`src/rtl/ex_muldiv_unit.sv`:
```
// Iterative RV32M multiply/divide unit for the EX stage.
// Operands are reduced to magnitudes on accept. The unsigned core then runs
// shift-add multiply or restoring divide, and the FIX state restores the sign.
// Divide-by-zero and signed overflow bypass the core and finish after one cycle.
//
//   state | meaning
//   IDLE  | waiting for an M-extension op; accepts when valid_i && !flush_i
//   CALC  | BITS_PER_CYCLE multiply/divide steps per cycle, counter counts down to 1
//   FIX   | sign correction, result_o/rd_o registered
//   DONE  | valid_o high for one cycle, pipeline released
module ex_muldiv_unit #(
  parameter int XLEN           = 32,
  parameter int BITS_PER_CYCLE = 1   // 1, 2 or 4; must divide XLEN
) (
  input  logic            clk,
  input  logic            rst,
  input  logic            valid_i,
  input  logic [2:0]      op_i,
  input  logic [XLEN-1:0] a_i,
  input  logic [XLEN-1:0] b_i,
  input  logic [4:0]      rd_i,
  input  logic            flush_i,
  output logic            stall_o,
  output logic            valid_o,
  output logic [XLEN-1:0] result_o,
  output logic [4:0]      rd_o
);

  localparam int ITER = XLEN / BITS_PER_CYCLE;
  localparam int CW   = $clog2(ITER + 1);
  localparam logic [XLEN-1:0] MIN_VAL = {1'b1, {(XLEN-1){1'b0}}};

  typedef enum logic [1:0] {S_IDLE, S_CALC, S_FIX, S_DONE} state_t;

  state_t            r_state;
  logic [CW-1:0]     r_cnt;
  logic [2:0]        r_op;
  logic [4:0]        r_rd;
  logic              r_neg;
  logic [XLEN-1:0]   r_hi;
  logic [XLEN-1:0]   r_lo;
  logic [XLEN-1:0]   r_b;
  logic [XLEN-1:0]   r_result;
  logic [4:0]        r_rd_o;
  logic              r_valid;

  logic              w_a_sgn;
  logic              w_b_sgn;
  logic [XLEN-1:0]   w_a_mag;
  logic [XLEN-1:0]   w_b_mag;
  logic              w_neg;
  logic              w_div0;
  logic              w_ovf;
  logic [XLEN-1:0]   w_spec_res;
  logic [XLEN-1:0]   w_hi;
  logic [XLEN-1:0]   w_lo;
  logic [XLEN:0]     w_sum;
  logic [XLEN:0]     w_sh;
  logic [2*XLEN-1:0] w_prod;
  logic [2*XLEN-1:0] w_prod_s;
  logic [XLEN-1:0]   w_fix;

  // Accept-time decode: signedness of each operand, magnitudes, result sign, special cases
  always_comb begin
    // MUL low half is sign-agnostic, so it runs unsigned
    w_a_sgn = a_i[XLEN-1] & (op_i[2] ? ~op_i[0] : (op_i[1:0] == 2'd1 || op_i[1:0] == 2'd2));
    w_b_sgn = b_i[XLEN-1] & (op_i[2] ? ~op_i[0] : (op_i[1:0] == 2'd1));
    w_a_mag = w_a_sgn ? -a_i : a_i;
    w_b_mag = w_b_sgn ? -b_i : b_i;
    // remainder follows the dividend; product and quotient follow sign difference
    w_neg   = (op_i[2] && op_i[1]) ? w_a_sgn : (w_a_sgn ^ w_b_sgn);
    w_div0  = op_i[2] && (b_i == '0);
    w_ovf   = op_i[2] && !op_i[0] && (a_i == MIN_VAL) && (b_i == {XLEN{1'b1}});
    if (w_div0) w_spec_res = op_i[1] ? a_i : {XLEN{1'b1}};
    else        w_spec_res = op_i[1] ? '0 : MIN_VAL;
  end

  // One CALC cycle worth of unsigned steps; hi:lo is product or remainder:quotient
  always_comb begin
    w_hi  = r_hi;
    w_lo  = r_lo;
    w_sum = '0;
    w_sh  = '0;
    for (int i = 0; i < BITS_PER_CYCLE; i++) begin
      if (r_op[2]) begin
        w_sh = {w_hi, w_lo[XLEN-1]};
        w_lo = {w_lo[XLEN-2:0], 1'b0};
        if (w_sh >= {1'b0, r_b}) begin
          w_hi    = w_sh[XLEN-1:0] - r_b;
          w_lo[0] = 1'b1;
        end else begin
          w_hi = w_sh[XLEN-1:0];
        end
      end else begin
        w_sum = {1'b0, w_hi} + {1'b0, (w_lo[0] ? r_b : {XLEN{1'b0}})};
        w_hi  = w_sum[XLEN:1];
        w_lo  = {w_sum[0], w_lo[XLEN-1:1]};
      end
    end
  end

  // Sign correction and result selection applied in FIX
  always_comb begin
    w_prod   = {r_hi, r_lo};
    w_prod_s = r_neg ? -w_prod : w_prod;
    if (r_op[2])
      w_fix = r_op[1] ? (r_neg ? -r_hi : r_hi) : (r_neg ? -r_lo : r_lo);
    else
      w_fix = (r_op[1:0] == 2'd0) ? w_prod_s[XLEN-1:0] : w_prod_s[2*XLEN-1:XLEN];
  end

  // Control FSM with datapath registers and registered result beat
  always_ff @(posedge clk or posedge rst) begin
    if (rst) begin
      r_state  <= S_IDLE;
      r_cnt    <= '0;
      r_op     <= '0;
      r_rd     <= '0;
      r_neg    <= 1'b0;
      r_hi     <= '0;
      r_lo     <= '0;
      r_b      <= '0;
      r_result <= '0;
      r_rd_o   <= '0;
      r_valid  <= 1'b0;
    end else begin
      r_valid <= 1'b0;
      case (r_state)
        S_IDLE: begin
          if (valid_i && !flush_i) begin
            r_op  <= op_i;
            r_rd  <= rd_i;
            r_neg <= w_neg;
            r_hi  <= '0;
            r_lo  <= w_a_mag;
            r_b   <= w_b_mag;
            if (w_div0 || w_ovf) begin
              r_result <= w_spec_res;
              r_rd_o   <= rd_i;
              r_valid  <= 1'b1;
              r_state  <= S_DONE;
            end else begin
              r_cnt   <= CW'(ITER);
              r_state <= S_CALC;
            end
          end
        end
        S_CALC: begin
          if (flush_i) begin
            r_cnt   <= '0;
            r_state <= S_IDLE;
          end else begin
            r_hi  <= w_hi;
            r_lo  <= w_lo;
            r_cnt <= r_cnt - CW'(1);
            if (r_cnt == CW'(1)) r_state <= S_FIX;
          end
        end
        S_FIX: begin
          if (flush_i) begin
            r_state <= S_IDLE;
          end else begin
            r_result <= w_fix;
            r_rd_o   <= r_rd;
            r_valid  <= 1'b1;
            r_state  <= S_DONE;
          end
        end
        // the op in DONE is older than any redirect, so flush_i is ignored here
        S_DONE:  r_state <= S_IDLE;
        default: r_state <= S_IDLE;
      endcase
    end
  end

  // Stall covers the accept cycle and the whole iteration; released in DONE
  always_comb begin
    stall_o = !rst && (((r_state == S_IDLE) && valid_i && !flush_i) ||
                       (r_state == S_CALC) || (r_state == S_FIX));
  end

  assign valid_o  = r_valid;
  assign result_o = r_result;
  assign rd_o     = r_rd_o;

endmodule

```
`config.mk`:
```
export PLATFORM = sky130hd
export DESIGN_NAME = ex_muldiv_unit
export DESIGN_NICKNAME = d
export VERILOG_FILES = /design/src/rtl/ex_muldiv_unit.sv
export SDC_FILE = /design/constraint.sdc
export NUM_CORES = 1
export LEC_CHECK = 0
export ABC_AREA = 1
export BUFFER_PORTS_ARGS = -buffer_cell sky130_fd_sc_hd__buf_2
export CELL_PAD_IN_SITES_DETAIL_PLACEMENT = 1
export CELL_PAD_IN_SITES_GLOBAL_PLACEMENT = 1
export CORE_UTILIZATION = 35
export CTS_BUF_LIST = sky130_fd_sc_hd__clkbuf_4
export CTS_CLUSTER_SIZE = 30
export DETAILED_ROUTE_END_ITERATION = 7
export PLACE_DENSITY = 0.69
export REMOVE_ABC_BUFFERS = 1
export SLEW_MARGIN = 25
export SYNTH_ARGS = -nofsm -noshare
export SYNTH_HDL_FRONTEND = slang
export SYNTH_SLANG_ARGS = --single-unit
```
`constraint.sdc`:
```
create_clock -name clk -period 6 [get_ports clk]
set_input_delay 0.6 -clock clk [delete_from_list [all_inputs] [get_ports clk]]
set_output_delay 0.6 -clock clk [all_outputs]
set_load 0.1 [all_outputs]
```
==> impl_metrics.tcl, run 1 <==
set metrics [dict create \
    status "finished, final reports clean" \
    final_antenna_net_count 0 \
    cts_tree "yes" \
    gp_congestion 0.987 \
    firstDrtPassIters 5 \
    port_buffers 114 \
    grt_max_degree 87 \
    synth.distinct_cells 51 \
    synth-seq-cells 151 \
    ctsHtreeMaxLevel 4 \
    path_max_fanout 34 \
    first_global_vias 21300 \
    dr_total_vias 21500 \
    ys_warn_count 0 \
    cts.sinks 151 \
    drt_iter0_markers 1611 \
    synth_common_cells "nand2_1 (935), nor2_1 (379), inv_1 (364)" \
    yosysMostFrequentCell "nand2_1" \
    power_density_nw_per_um2 617 \
    area_growth_pct 8.67 \
    fp-row-count 81 \
    cts_made_buffers 17 \
    critical_path.most_common_cell "nand2_1" \
    p_switching_mw 7.72 \
    io_pins 115 \
    start_util_pct 35.6 \
    synth_area_um2 17500 \
    dpl.hpwl_mm 69.8 \
    end_kind "flop" \
    drive_gt1_share_pct 8.22 \
    reg2reg_to "r_hi[13]" \
    cp-start-kind "flop" \
    fin_crit_ns 3.59 \
    p_int_mw 3.99 \
    synth_top_area_cell "dfrtp_1" \
    synthArstFlopShare_pct 100 \
    sw_frac_of_total_pct 65.9 \
    fmaxAchievable_ghz 0.279 \
    worst_path_max_delay_cell "o21ai_0" \
    synthCells 3049 \
    grt_pass1_wl_mm 132 \
    holdPathStages 2 \
    hold_violations 0 \
    vdd_drop_max_mv 0.387 \
    relSlewSlack_pct 24.8 \
    pwr-share-comb_pct 74.2 \
    path_clk_slew_ns 0.15 \
    hold_end "r_cnt[3]" \
    min_from "flush_i" \
    die_area_um2 50800 \
    path_cells "buf_4 -> nand2_1 -> inv_1 -> ha_1 -> inv_1 -> fa_1 -> inv_1 -> nand2_1 -> o21ai_0 -> nand2_1 -> nand2_1 -> nand2_1 -> nand2_1 -> nor2_1 -> o21ai_0 -> inv_1 -> o21ai_1 -> o21ai_1" \
    grt_util_all_layers_pct 34.7 \
    multiInputGateArea_um2 11800 \
    reg2reg_depth 18 \
    wl_mm 87.3 \
    cap_violations 0 \
    overflow 0 \
    rsz0062_at_grt "no" \
    nNetsFinal 3263 \
    hp-class "primary input to flop" \
    cp_data_arrival_time_ns 4.24 \
    clk_latency_ns 0.75 \
    post-route-util_pct 38.7 \
    synth_seq_area_share_pct 21.6 \
    die_w_um 225 \
    critPathKind "flop to flop" \
    via_per_inst 5.67 \
    fillers 6826 \
    wire_per_inst_um 23.0 \
    ff_latch_area_um2 3780 \
    clkPwrFrac_pct 6.3 \
    worst_pin_slew_ns 1.13 \
    reg2reg_slack_ns 2.41 \
    setup_tns_ns 0 \
    synth.top_cell.area_share_pct 21.6 \
    power.total_mw 11.7 \
    drc 0 \
    critPathMaxStageDelay_ns 0.46 \
    rr_startpoint "r_lo[0]" \
    cts.path.max_buffers 2 \
    leakagePower_nw 9.81 \
    grt_antenna_before_repair 8 \
    finalSetupViolations 0 \
    core_region_area_um2 49200 \
    postCtsSetupBuffers 0 \
    seq_power_share_pct 19.5 \
    crit_required_ns 6.65 \
    slew_viol_final 0 \
    cts-root-buf "clkbuf_4" \
    die_h_um 225 \
    fin_crit_sh_pct 59.8 \
    synth_edf_count 0 \
    syn_area_per_cell_um2 5.73 \
    ys_top_cells_by_area "dfrtp_1 (22%), nand2_1 (20%), nor2_1 (8.1%), inv_1 (7.8%), nand3_1 (7.6%)" \
    synth_flop_cell "dfrtp_1" \
    skew_ns 0.0296 \
]
stage by stage:
| stage | hold WS [ns] | cell area [um2] | setup slack [ns] | std cells |
|---|---|---|---|---|
| after global routing | 0.0881 | 19000 | 2.08 | 3791 |
| final | 0.128 | 19000 | 2.41 | 3792 |
| after CTS | 0.0314 | 19000 | 2.39 | 3790 |
| after global placement | 0.466 | 18600 | 1.86 | 3751 |
| after floorplan | 0.449 | 17000 | 1.34 | 2955 |
| after detailed placement | 0.462 | 18600 | 1.81 | 3751 |
power by group through the flow:
stage               combinational, mW  sequential (mW)  clock (mW)
finish                           8.69             2.28       0.740
global route                     9.45             2.31       0.790
CTS                              8.53             2.24       0.765
detailed placement               8.49             2.26           0
global placement                 8.35             2.25           0
floorplan                        4.91             2.71           0
cells by family (layout without fill, tap and decap cells):
| family | Yosys count | after routing | synth area share, % |
|---|---|---|---|
| and+or+nand+nor | 1757 | 1757 | 42.8 |
| AOI/OAI and AO/OA | 522 | 522 | 16.2 |
| buffers and inverters | 481 | 558 | 10.8 |
| DFF | 151 | 151 | 21.6 |
| adders and majority gates | 74 | 74 | 5.38 |
| xor gates and xnor gates | 64 | 64 | 3.21 |
| other | 0 | 2 | 0 |
sequential cells by signal, summed over array words and instances, names as in the netlist:
register,flops
r_rd,5
r_b,32
r_cnt,6
r_op,3
r_lo,32
r_hi,32
r_state,2
valid_o,1
r_neg,1
result_o,32
rd_o,5
worst max-delay path by stage:
stage,start,endpoint,slack (ns),cells after the start
6_report,r_lo[0],r_hi[13],2.41,18
3_3_place_gp,a_i[0],result_o[25],1.86,14
4_1_cts,r_state[0],stall_o,2.39,4
2_1_floorplan,rst,r_b[0],1.34,1
3_5_place_dp,a_i[0],result_o[28],1.81,14
5_1_grt,r_lo[0],r_hi[13],2.08,18
metal layers:
metal	vias to the layer above	track usage [%]	routed length, um
li1	10000	-	-
met1	10600	50.2	42200
met2	719	52.6	37100
met3	123	6.25	5950
met4	10	8.95	2020
met5	-	0	63
critical path, delay by kind of cell (launching register included):
kind / cells / cell delay, ns
buf+inv: 5 / 0.76
fa+ha+maj: 2 / 0.59
simple gates: 7 / 0.68
compound gates: 4 / 1.05
flops: 1 / 0.35
area by class of cell:
class | instances | share of cell area [%]
multi-input cells | 2417 | 62.3
flip-flops and latches | 151 | 19.9
inverters | 387 | 7.67
well taps | 664 | 4.37
repair buffers | 139 | 4.08
clock inverters | 14 | 0.889
clock buffers | 18 | 0.711
diodes | 2 | 0.0263
what timing repair did:
action / in CTS / in global routing
hold endpoints to repair: 60 / 0
hold buffers: 7 / 0
gates resized for setup: 0 / 0
cells in the final DEF, fill, tap and decap left out, types with 9 or more instances in the layout:
cell	count
o211ai_1	16
nand2_1	933
a31oi_1	31
buf_2	114
inv_2	18
nor2_1	376
nand3_1	265
o21ai_0	220
a21oi_1	188
nand4_1	61
clkbuf_4	18
ha_1	72
a21o_1	10
dfrtp_1	149
inv_1	363
nor2_2	19
nand3b_1	15
xnor2_1	14
buf_4	18
nand3_2	9
nor3_1	35
xor2_1	50
o21ai_1	19
Power figures use the tool's default switching activity.
==> run 2: changes to the inputs <==
--- a/config.mk
+++ b/config.mk
@@ -5,7 +5,7 @@
 export SDC_FILE = /design/constraint.sdc
 export NUM_CORES = 1
 export LEC_CHECK = 0
-export ABC_AREA = 1
+export ABC_AREA = 0
 export BUFFER_PORTS_ARGS = -buffer_cell sky130_fd_sc_hd__buf_2
 export CELL_PAD_IN_SITES_DETAIL_PLACEMENT = 1
 export CELL_PAD_IN_SITES_GLOBAL_PLACEMENT = 1
@@ -13,7 +13,7 @@
 export CTS_BUF_LIST = sky130_fd_sc_hd__clkbuf_4
 export CTS_CLUSTER_SIZE = 30
 export DETAILED_ROUTE_END_ITERATION = 7
-export PLACE_DENSITY = 0.69
+export PLACE_DENSITY = 0.68
 export REMOVE_ABC_BUFFERS = 1
 export SLEW_MARGIN = 25
 export SYNTH_ARGS = -nofsm -noshare
==> constraint.sdc (replaced) <==
create_clock -name clk -period 3.2 [get_ports clk]
set_input_delay 0.32 -clock clk [delete_from_list [all_inputs] [get_ports clk]]
set_output_delay 0.32 -clock clk [all_outputs]
set_load 0.1 [all_outputs]
==> impl_metrics.tcl, run 2 <==
set metrics [dict create \
    slew_viol_final 0 \
    end_kind "flop" \
    synth-seq-cells 151 \
    vdd_drop_max_mv 0.340 \
    fmaxAchievable_ghz 0.288 \
    leakagePower_nw 8.75 \
    synth_seq_area_share_pct 26.2 \
    sw_frac_of_total_pct 52.8 \
    cts_tree "yes" \
    wire_per_inst_um 22.3 \
    path_clk_slew_ns 0.15 \
    synth_common_cells "o21ai_0 (262), nand2_1 (252), nor2_1 (156)" \
    p_switching_mw 10.5 \
    place_ws_ns -0.596 \
    dr_total_vias 16400 \
    port_buffers 114 \
    crit_required_ns 3.77 \
    dpl_cell_area_um2 17400 \
    dpl.hpwl_mm 45.1 \
    ys_top_cells_by_area "dfrtp_1 (26%), o21ai_0 (9.1%), xnor2_1 (7.0%), nand2_1 (6.6%), ha_1 (6.2%)" \
    clk_latency_ns 0.70 \
    status "finished, violations left" \
    finalSetupViolations 23 \
    via_per_inst 5.76 \
    first_global_vias 17100 \
    clkPwrFrac_pct 6.5 \
    dp.cells 2709 \
    fin_crit_sh_pct 108 \
    io_pins 115 \
    pwr-share-comb_pct 76.3 \
    fin_crit_ns 3.47 \
    p_int_mw 9.35 \
    synth.top_cell.area_share_pct 26.2 \
    grt_max_degree 64 \
    synth_top_area_cell "dfrtp_1" \
    layout_setup_ws_ns -0.268 \
    cts_made_buffers 17 \
    gp_congestion 0.943 \
    cp_data_arrival_time_ns 4.04 \
    drt_iter0_markers 1183 \
    synthArstFlopShare_pct 100 \
    skew_ns 0.0329 \
    holdPathStages 3 \
    final_antenna_net_count 0 \
    hp-class "primary input to flop" \
    path_max_fanout 5 \
    cts-root-buf "clkbuf_4" \
    firstDrtPassIters 5 \
    synth_flop_cell "dfrtp_1" \
    cts.path.max_buffers 2 \
    fin_area_um2 19700 \
    grt_antenna_before_repair 1 \
    wl_mm 63.4 \
    cp-start-kind "flop" \
    reg2reg_depth 17 \
    power_density_nw_per_um2 1000 \
    syn_area_per_cell_um2 7.56 \
    seq_power_share_pct 17.2 \
    yosysMostFrequentCell "o21ai_0" \
    relSlewSlack_pct 41.4 \
    fp-row-count 74 \
    rsz0062_at_grt "yes" \
    hold_ws_ns 0.0220 \
    overflow 0 \
    synth.distinct_cells 75 \
    ys_warn_count 0 \
    die_w_um 205 \
    hold_violations 0 \
    synthCells 1909 \
    power.total_mw 19.8 \
    core_region_area_um2 40700 \
    synth_edf_count 0 \
    cap_violations 0 \
    start_util_pct 35.4 \
    die_h_um 205 \
    grt_util_all_layers_pct 29.5 \
    final_common_cell "buf_4" \
    worst_pin_slew_ns 0.875 \
    violations "setup timing" \
    final_cell_mix "buf_4 (290), nand2_1 (243), o21ai_0 (212), dfrtp_1 (148), nor2_1 (138)" \
    setup_tns_ns -2.54 \
    area_growth_pct 36.5 \
    critPathKind "flop to flop" \
    post-route-util_pct 48.4 \
    synth_area_um2 14400 \
    drive_gt1_share_pct 28.1 \
    final_cells 2846 \
    ctsHtreeMaxLevel 4 \
    die_area_um2 42100 \
    cts.sinks 151 \
    drc 0 \
    grt_pass1_wl_mm 95.8 \
    nNetsFinal 2450 \
]
-- run 2: logic make-up (layout without fill, tap and decap cells) --
| group | Yosys count | after routing | synth area share (%) |
|---|---|---|---|
| XOR/XNOR | 189 | 189 | 11.5 |
| other | 0 | 1 | 0 |
| adder cells (fa/ha/maj) | 74 | 74 | 6.52 |
| buffers and inverters | 192 | 596 | 5.09 |
| multiplexers | 71 | 71 | 5.04 |
| AND/OR/NAND/NOR | 607 | 607 | 19.3 |
| flip-flops | 151 | 151 | 26.2 |
| AO/OA/AOI/OAI | 625 | 625 | 26.4 |
-- run 2: routing by layer --
layer / up-vias / wire length (um) / part of all wire (%) / track usage (%)
met1: 8181 / 27200 / 43 / 37.3
met5: - / 0 / 0 / 0
met4: 0 / 2580 / 4.1 / 12.7
li1: 7614 / - / - / -
met3: 141 / 2600 / 4.1 / 3.56
met2: 463 / 31000 / 49 / 50.1
-- run 2: worst paths after layout --
| path | start | end | slack [ns] |
|---|---|---|---|
| max | r_lo[0] | r_hi[24] | -0.27 |
| min | b_i[4] | r_b[4] | 0.02 |
| max reg2reg | r_lo[0] | r_hi[24] | -0.27 |
| min reg2reg | r_b[7] | r_b[7] | 0.50 |
| max in group asynchronous | rst | r_hi[3] | 2.02 |
| min in group asynchronous | rst | result_o[30] | 0.25 |
-- run 2: layout make-up --
cell class / count / area [um2]
clock inverters: 15 / 138
multi-input cells: 1566 / 10900
repair buffers: 494 / 3810
clock buffers: 17 / 128
flip-flops and latches: 151 / 3780
inverters: 70 / 278
well taps: 532 / 666
diodes: 1 / 2.50
fillers: 4943 / 21000
-- run 2: worst max-delay path, cell delays in order (launching register included) --
cell and delay, ns:
dfrtp_1 0.44, buf_6 0.14, inv_6 0.04, buf_6 0.13, buf_16 0.13, buf_4 0.15
nor2_2 0.14, ha_1 0.32, a21o_1 0.24, a21o_1 0.19, a21oi_2 0.19, a21oi_2 0.11
o31a_1 0.37, buf_4 0.17, o21ai_2 0.16, mux2i_1 0.11, a221oi_2 0.22, o21ai_1 0.10
-- run 2: timing repair --
action,CTS,global route
setup endpoints to repair,44,67
hold buffers,50,0
pin swaps,64,70
endpoints found under the hold margin,113,0
setup buffers,39,28
cloned,1,1
gates resized for setup,141,137
-- run 2: power by group through the flow --
stage	logic, mW	clock network [mW]	registers [mW]
4_1_cts	13.8	1.32	3.36
3_3_place_gp	12.5	0	3.33
2_1_floorplan	6.76	0	4.50
3_5_place_dp	12.9	0	3.38
6_report	15.1	1.29	3.41
5_1_grt	16.2	1.38	3.49
==> run 3: changes to the inputs <==
--- a/config.mk
+++ b/config.mk
@@ -13,6 +13,7 @@
 export CTS_BUF_LIST = sky130_fd_sc_hd__clkbuf_4
 export CTS_CLUSTER_SIZE = 30
 export DETAILED_ROUTE_END_ITERATION = 7
+export GPL_TIMING_DRIVEN = 0
 export PLACE_DENSITY = 0.68
 export REMOVE_ABC_BUFFERS = 1
 export SLEW_MARGIN = 25
==> impl_metrics.tcl, run 3 (same netlist as run 2, synthesis figures left out) <==
set metrics [dict create \
    grt_util_all_layers_pct 27.1 \
    cts.sinks 151 \
    cts_made_buffers 17 \
    relSlewSlack_pct 35.1 \
    cts.path.max_buffers 2 \
    seq_power_share_pct 21.7 \
    dpl.hpwl_mm 39.9 \
    wl_mm 57.1 \
    final_cells 2642 \
    skew_ns 0.0387 \
    cts-root-buf "clkbuf_4" \
    use_met3_pct 3.58 \
    worst_path_max_delay_cell "dfrtp_2" \
    gp_congestion 0.920 \
    clkPwrFrac_pct 8.3 \
    drive_gt1_share_pct 21.6 \
    p_switching_mw 9.61 \
    grt_max_degree 84 \
    die_area_um2 42100 \
    fmaxAchievable_ghz 0.294 \
    first_global_vias 15400 \
    reg2reg_slack_ns -0.20 \
    hp-class "primary input to flop" \
    rr_startpoint "r_lo[0]" \
    finalSetupViolations 17 \
    end_kind "flop" \
    sw_frac_of_total_pct 53.7 \
    reg2reg_to "r_hi[29]" \
    firstDrtPassIters 5 \
    hold_violations 0 \
    grt_antenna_before_repair 2 \
    fp-row-count 74 \
    setup_tns_ns -1.29 \
    area_growth_pct 26.4 \
    final_antenna_net_count 0 \
    crit_required_ns 3.77 \
    power_density_nw_per_um2 980 \
    io_pins 115 \
    hold_ws_ns 0.0433 \
    use_met1_pct 35.0 \
    status "finished, violations left" \
    crit_path_start "r_lo[0]" \
    cap_violations 0 \
    nNetsFinal 2243 \
    fin_crit_ns 3.40 \
    final_cell_mix "nand2_1 (240), o21ai_0 (232), nor2_1 (143), dfrtp_1 (120)" \
    reg2reg_depth 14 \
    slew_viol_final 0 \
    vdd_drop_max_mv 0.316 \
    power.total_mw 17.9 \
    path_max_fanout 5 \
    fin_area_um2 18300 \
    cp_data_arrival_time_ns 3.97 \
    path_cells "and2_1 -> ha_2 -> inv_2 -> fa_2 -> nor2b_4 -> o31a_1 -> o21a_1 -> o311ai_4 -> o31ai_4 -> o21ai_4 -> o31ai_4 -> a31oi_2 -> xnor2_1 -> a221o_1" \
    wire_per_inst_um 21.6 \
    dp.cells 2445 \
    dpl_cell_area_um2 15600 \
    start_util_pct 35.4 \
    cts_tree "yes" \
    cp-start-kind "flop" \
    core_region_area_um2 40700 \
    endpoint "r_hi[29]" \
    drc 0 \
    port_buffers 114 \
    worst_pin_slew_ns 0.972 \
    die_h_um 205 \
    dr_total_vias 15200 \
    overflow 0 \
    via_per_inst 5.76 \
    fin_crit_sh_pct 106 \
    path_clk_slew_ns 0.14 \
    post-route-util_pct 44.8 \
    grt_use_met2_pct 45.7 \
    critPathMaxStageDelay_ns 0.47 \
    final_common_cell "nand2_1" \
    violations "setup timing" \
    critical_path.most_common_cell "o31ai_4" \
    rsz0062_at_grt "yes" \
    pwr-share-comb_pct 70.0 \
    drt_iter0_markers 841 \
    ctsHtreeMaxLevel 4 \
    layout_setup_ws_ns -0.197 \
    p_int_mw 8.27 \
    clk_latency_ns 0.70 \
    critPathKind "flop to flop" \
    grt_pass1_wl_mm 87.8 \
    grt-busiest-layer "met2" \
    place_ws_ns -1.92 \
    leakagePower_nw 7.70 \
    die_w_um 205 \
]
[run 3: repair_timing]
action,in CTS,in global routing
gates cloned,4,1
setup buffers,59,38
gates resized for setup,150,91
endpoints found under the setup margin,77,61
hold buffers,59,0
hold endpoints to repair,132,0
pin swaps,57,69
[run 3: how the worst min path moves through the flow]
stage	startpoint	to	cells after the start
after global routing	a_i[24]	result_o[24]	3
after global placement	result_o[11]	result_o[11]	1
after floorplan	flush_i	r_state[1]	1
final	a_i[17]	result_o[17]	3
after CTS	a_i[30]	r_lo[30]	4
after detailed placement	rst	r_rd[1]	2
[run 3: layer usage]
layer | up-vias | routed length, um | share of wire [%]
li1 | 7243 | - | -
met1 | 7496 | 25700 | 45
met2 | 366 | 27500 | 48
met3 | 105 | 2010 | 3.5
met4 | 2 | 1870 | 3.3
met5 | - | 10 | 0.018
[run 3: cell type report]
| class | instances | area [um2] |
|---|---|---|
| well taps | 532 | 666 |
| multi-input cells | 1568 | 10800 |
| inverters | 70 | 287 |
| clock inverters | 11 | 181 |
| flip-flops and latches | 151 | 3820 |
| clock buffers | 20 | 150 |
| fillers | 4953 | 22500 |
| repair buffers | 282 | 2280 |
| diodes | 5 | 12.5 |
| repair inverters | 3 | 20.0 |
[run 3: power by group through the flow]
stage / Combinational [mW] / Clock [mW] / Sequential [mW]
after global routing: 13.6 / 1.60 / 3.99
after global placement: 9.94 / 0 / 4.02
after floorplan: 6.76 / 0 / 4.50
final: 12.5 / 1.49 / 3.89
after detailed placement: 10.3 / 0 / 3.94
after CTS: 11.6 / 1.53 / 3.90
[run 3: critical path, delay by kind of cell, from the launching register on]
| family | cells | cell delay [ns] |
|---|---|---|
| compound gates | 8 | 1.78 |
| xor+xnor | 1 | 0.15 |
| fa+ha+maj | 2 | 0.55 |
| buf+inv | 1 | 0.04 |
| flops | 1 | 0.47 |
| simple gates | 2 | 0.30 |
